$ cat src/rtl/piso_reg_pkg.sv
// Shared definitions for the parallel-in serial-out shifter.
// SHIFT_ORDER_* keep this block's bit order consistent with the downstream SIPO.
package piso_reg_pkg;

  localparam int unsigned SHIFT_ORDER_LSB = 0;
  localparam int unsigned SHIFT_ORDER_MSB = 1;

  typedef enum logic [0:0] {
    ST_IDLE  = 1'b0,
    ST_SHIFT = 1'b1
  } piso_state_e;

endpackage

$ cat src/rtl/piso_reg.sv
// Parallel-in serial-out shifter with a one-word holding register so that
// back-to-back words stream with no idle gap between them.
module piso_reg
  import piso_reg_pkg::*;
#(
  parameter int unsigned INPUT_BW  = 8,
  parameter int unsigned MSB_FIRST = SHIFT_ORDER_MSB,
  parameter logic        IDLE_BIT  = 1'b0
) (
  input  logic                clk_i,
  input  logic                reset_n_i,
  input  logic [INPUT_BW-1:0] din_bus_i,
  input  logic                din_valid_i,
  output logic                din_ready_o,
  input  logic                pause_i,
  output logic                serial_data_o,
  output logic                wr_en_o,
  output logic                busy_o,
  output logic                word_done_o
);

  localparam int unsigned      CNT_W    = (INPUT_BW > 1) ? $clog2(INPUT_BW) : 1;
  localparam logic [CNT_W-1:0] LAST_CNT = CNT_W'(INPUT_BW - 1);

  piso_state_e         r_state;
  piso_state_e         w_state_nxt;
  logic [INPUT_BW-1:0] r_hold;
  logic [INPUT_BW-1:0] r_shift;
  logic [INPUT_BW-1:0] w_shift_nxt;
  logic                r_hold_full;
  logic [CNT_W-1:0]    r_bit_cnt;
  logic                w_accept;
  logic                w_last;
  logic                w_step;
  logic                w_load;
  logic                w_out_bit;

  assign w_accept = din_valid_i & ~r_hold_full;
  assign w_last   = (r_bit_cnt == LAST_CNT);
  assign w_step   = (r_state == ST_SHIFT) & ~pause_i;
  // Load from hold either out of IDLE or as a zero-gap reload after the last bit.
  assign w_load   = r_hold_full & ((r_state == ST_IDLE) | (w_step & w_last));

  if (MSB_FIRST == SHIFT_ORDER_LSB) begin : g_lsb_first
    assign w_out_bit   = r_shift[0];
    assign w_shift_nxt = {1'b0, r_shift[INPUT_BW-1:1]};
  end else begin : g_msb_first
    assign w_out_bit   = r_shift[INPUT_BW-1];
    assign w_shift_nxt = {r_shift[INPUT_BW-2:0], 1'b0};
  end

  // State register.
  always_ff @(posedge clk_i or negedge reset_n_i) begin
    if (!reset_n_i) begin
      r_state <= ST_IDLE;
    end else begin
      r_state <= w_state_nxt;
    end
  end

  // Next-state logic.
  always_comb begin
    w_state_nxt = r_state;
    case (r_state)
      ST_IDLE: begin
        if (r_hold_full) begin
          w_state_nxt = ST_SHIFT;
        end
      end
      ST_SHIFT: begin
        if (w_step && w_last && !r_hold_full) begin
          w_state_nxt = ST_IDLE;
        end
      end
      default: w_state_nxt = ST_IDLE;
    endcase
  end

  // Holding register, shifter and bit counter.
  always_ff @(posedge clk_i or negedge reset_n_i) begin
    if (!reset_n_i) begin
      r_hold      <= '0;
      r_hold_full <= 1'b0;
      r_shift     <= '0;
      r_bit_cnt   <= '0;
    end else begin
      if (w_accept) begin
        r_hold      <= din_bus_i;
        r_hold_full <= 1'b1;
      end else if (w_load) begin
        r_hold_full <= 1'b0;
      end

      if (w_load) begin
        r_shift   <= r_hold;
        r_bit_cnt <= '0;
      end else if (w_step && !w_last) begin
        r_shift   <= w_shift_nxt;
        r_bit_cnt <= r_bit_cnt + CNT_W'(1);
      end
    end
  end

  // Outputs; the serial side idles whenever shifting is frozen or not active.
  always_comb begin
    wr_en_o       = 1'b0;
    serial_data_o = IDLE_BIT;
    word_done_o   = 1'b0;
    din_ready_o   = ~r_hold_full;
    busy_o        = (r_state == ST_SHIFT) | r_hold_full;
    if (w_step) begin
      wr_en_o       = 1'b1;
      serial_data_o = w_out_bit;
      word_done_o   = w_last;
    end
  end

endmodule

$ cat config.mk
export PLATFORM = sky130hd
export DESIGN_NAME = piso_reg
export DESIGN_NICKNAME = d
export VERILOG_FILES = /design/src/rtl/piso_reg_pkg.sv /design/src/rtl/piso_reg.sv
export SDC_FILE = /design/constraint.sdc
export NUM_CORES = 1
export LEC_CHECK = 0
export BUFFER_PORTS_ARGS = -buffer_cell sky130_fd_sc_hd__clkbuf_2
export CORE_AREA = 2 2 51 53
export CTS_CLUSTER_DIAMETER = 30
export CTS_CLUSTER_SIZE = 12
export DETAILED_ROUTE_END_ITERATION = 16
export DIE_AREA = 0 0 53 55
export PLACE_DENSITY_LB_ADDON = 0.12
export RECOVER_POWER = 100
export SYNTH_ARGS = -nofsm -noshare
export SYNTH_HDL_FRONTEND = slang
export SYNTH_SLANG_ARGS = --single-unit
$ cat constraint.sdc
create_clock -name clk_i -period 1.6 [get_ports clk_i]
set_clock_uncertainty 0.1 [all_clocks]
set_input_delay 0.32 -clock clk_i [delete_from_list [all_inputs] [get_ports clk_i]]
set_output_delay 0.32 -clock clk_i [all_outputs]
set_load 0.03 [all_outputs]
==> results.md <==
* Crit Path Class: reg2out
* Clock Latency Late Sink at 0.31 ns
* Layout net count at 131
* Post-Synth Adder-Cell Area at 2.43%
* IO Port Bufs at 16
* Worst Path Buf+Inv at 1
* Root Buffer: clkbuf_4
* Synth Area in Compound Gates at between 10% and 20%
* Final setup margin at -0.137 ns
* Sequential-to-total area share from yosys stat at 51.1%
* Design Area, Final at 1350 sq um
* Worst Setup End Kind: output pin
* Vias in the first global route at 701
* Hpwl dp at ~1400 microns
* Antenna cells at 0
* Area growth from synthesis to layout at 31.3%
* Max-cap violation count at 0
* Die width at ~53 microns
* Post-Place Cell Area at 1180 sq um
* Reg2reg start: r_bit_cnt[1]
* Final WL at 2100 microns
* Pint at 1.41 mW
* H-tree level count at 1
* Sw Share at 34.7%
* Total number of vias at about 760
* Slew Limit Headroom at approximately 65%
* Initial antenna violation count at 0
* Min cycle time layout at 1.74 ns
* Clock power frac at 12.4%
* Worst EP arrival at 1.32 ns
* Worst-Margin Slew at 0.529 ns
* Synthesized flop and latch total at 21
* DR DRC count at 0
* Worst Hold Path EP: r_hold[2]
* Drt initial violations at 12
* Warnings from Yosys at 0
* Final TNS setup at -0.763 ns
* Worst-path fanout max at 3
* Mapped Nets at 100
* Final hold vios at 0
* Global route overflow at 0
* Req. time, crit path at about 1.2 ns
* Final Power at 2.15 mW
* Hold Path Stages at 2
* Worst setup SP type: flip-flop
* RSZ-0062 raised after global routing: yes
* PwrDens at ~1600 nW/um^2
* Clock Tree Buf Depth at 2
* Post-synth design cell area at 1030 sq um
* Syn_area_per_cell at around 12 sq um
* Hold_sp: din_bus_i[2]
* Worst-path clk slew at 0.13 ns
* Wirelength per Cell at around 14 microns
* Highest metal layer with signal wires: met4
* Sw power at 0.747 mW
* Status: finished, violations left
* Synth Area in Simple Gates at 15.8%
* Worst path top cell family by delay: flip-flops
* Reg2Reg Depth at 6
* Period utilisation layout at 109%
* HP Class: in2reg
* Mapped Cells at 86
* Final antenna-violating net count at 0
* # setup viols final at 13
* Main combinational cell family by area after synthesis: simple AND/OR/NAND/NOR gates
* Seq pwr share at 44.6%
* First-pass GRT wire length at 3220 microns
* GRT Overall Usage at 16.3%
* Slowest-stage cell, CP: dfrtp_1
* CP Cell Sequence: ha_2 > ha_4 > and2_4 > buf_8
* Num CTS Buffers at 3
* Core Region at 2360 sq um
* Failing checks: setup timing
* Drt via density at between 5 and 6
* Peak Freq at between 0.5 and 0.6 GHz
* Reg2reg end: r_shift[0]
* Peak VDD IR at 0.764 mV
* CTS tree: built
* Filler cells at about 210
* Largest net degree at the start of global routing at 22
* Met2 wire length at about 1000 microns
* Slew Viols, Final at 0
* Row count at 18
* WL met1 at 1040 microns
* Mux cell area share after synthesis at between 10% and 20%
* Final weighted congestion in routability-driven placement at ~0.76
* Die area at 2920 sq um
* Leak at slightly below 0.6 nW
* Starting density of the core at 43.5%
* Reg2reg setup slack at -0.12 ns
* WL met3 at 62 microns
* Yosys cell types at 24
* Top Ports at 17
* XOR/XNOR Fraction of Synth Area at 0.852%
* Clock sinks at 21
* First drt pass iteration count at 4
* Share of cells above drive strength 1 at 56.9%
* Crit path largest cell delay at 0.40 ns
* Die height at between 50 and 60 microns
* Comb pwr share at 42.9%
[worst reg2reg max path, cell delays in order (launching register included)]
cell and delay [ns]:
dfrtp_1 0.40, ha_2 0.20, ha_4 0.16, buf_4 0.14, nor3b_4 0.28, nor2b_1 0.09, mux2_4 0.26
[metrics by stage]
step | utilization, % | hold WS (ns) | setup slack, ns | cells
2_1_floorplan | - | -0.0756 | -0.0609 | 86
3_3_place_gp | 49.9 | 0.222 | -0.00902 | 134
3_5_place_dp | 49.9 | 0.224 | -0.0635 | 134
4_1_cts | 54.7 | 0.112 | -0.166 | 143
5_1_grt | 57.1 | 0.104 | -0.210 | 146
6_report | 57.1 | 0.121 | -0.137 | 146
[how the worst max path moves through the flow]
stage | startpoint | end | slack, ns | depth (start not counted)
floorplan | r_bit_cnt[0] | r_shift[0] | -0.06 | 6
global placement | r_bit_cnt[0] | r_shift[6] | -0.009 | 4
detailed placement | r_bit_cnt[1] | r_shift[1] | -0.06 | 4
CTS | r_bit_cnt[0] | word_done_o | -0.17 | 4
global route | r_bit_cnt[1] | word_done_o | -0.21 | 4
finish | r_bit_cnt[1] | word_done_o | -0.14 | 4
[synthesized netlist by cell type, drive strengths merged]
library cell	number	area [sq um]
a21o	2	22.5
a21oi	1	5.00
and2	2	12.5
buf	3	23.8
clkbuf	1	3.75
dfrtp	21	526
ha	2	25.0
inv	2	7.51
mux2	9	105
mux2i	2	20.0
nand2	1	3.75
nand2b	1	13.8
nor2	6	22.5
nor2b	9	56.3
nor3	7	35.0
nor3b	1	18.8
o21ai	8	40.0
o221a	7	78.8
xnor2	1	8.76
[cell families after synthesis]
group,after synthesis
AO/OA/AOI/OAI,18
flip-flops,21
adder cells (fa/ha/maj),2
AND/OR/NAND/NOR,27
multiplexers,11
XOR/XNOR,1
buffers and inverters,6
[area by class of cell]
| cell class | instances | area, sq um | area share [%] |
|---|---|---|---|
| Clock buffer | 3 | 22.5 | 1.67 |
| Clock inverter | 1 | 7.51 | 0.556 |
| Inverter | 2 | 7.51 | 0.556 |
| Multi-Input combinational cell | 59 | 548 | 40.6 |
| Sequential cell | 21 | 526 | 38.9 |
| Tap cell | 30 | 37.5 | 2.78 |
| Timing Repair Buffer | 30 | 201 | 14.9 |
[layer usage]
layer  global-route usage (%)  vias up
met5                        0        -
met4                     7.69        0
met3                     3.23        2
met2                     25.2       13
met1                     22.0      378
li1                         -      369
[registers in the layout, indices dropped and copies added, names as in the netlist]
register / count
r_state: 1
r_hold: 8
r_hold_full: 1
r_bit_cnt: 3
r_shift: 8
[power groups by stage]
stage	registers (mW)	logic (mW)	clock network [mW]
6_report	0.962	0.925	0.267
3_5_place_dp	0.952	0.751	0
4_1_cts	0.946	0.851	0.277
5_1_grt	0.990	1.02	0.305
3_3_place_gp	0.949	0.722	0
2_1_floorplan	0.903	0.590	0
[cells in the final DEF, fill, tap and decap left out, drive strengths merged]
cell         instances
nor3                 7
nor2b                9
xnor2                1
mux2i                2
dlygate4sd3          1
nand2b               1
mux2                 9
o221a                7
a21o                 2
a21oi                1
buf                 15
clkbuf              17
ha                   2
dfrtp               21
clkinvlp             1
nor2                 6
inv                  2
nand2                1
and2                 2
o21ai                8
nor3b                1
[what timing repair did]
action | in CTS | in global routing
hold buffers | 1 | 0
hold endpoints to repair | 21 | 0
pin swaps | 8 | 3
resized for setup | 12 | 14
setup buffers | 4 | 3
cloned | 0 | 0
setup endpoints to repair | 11 | 15
Note: power is estimated with default switching activity, not from simulation.
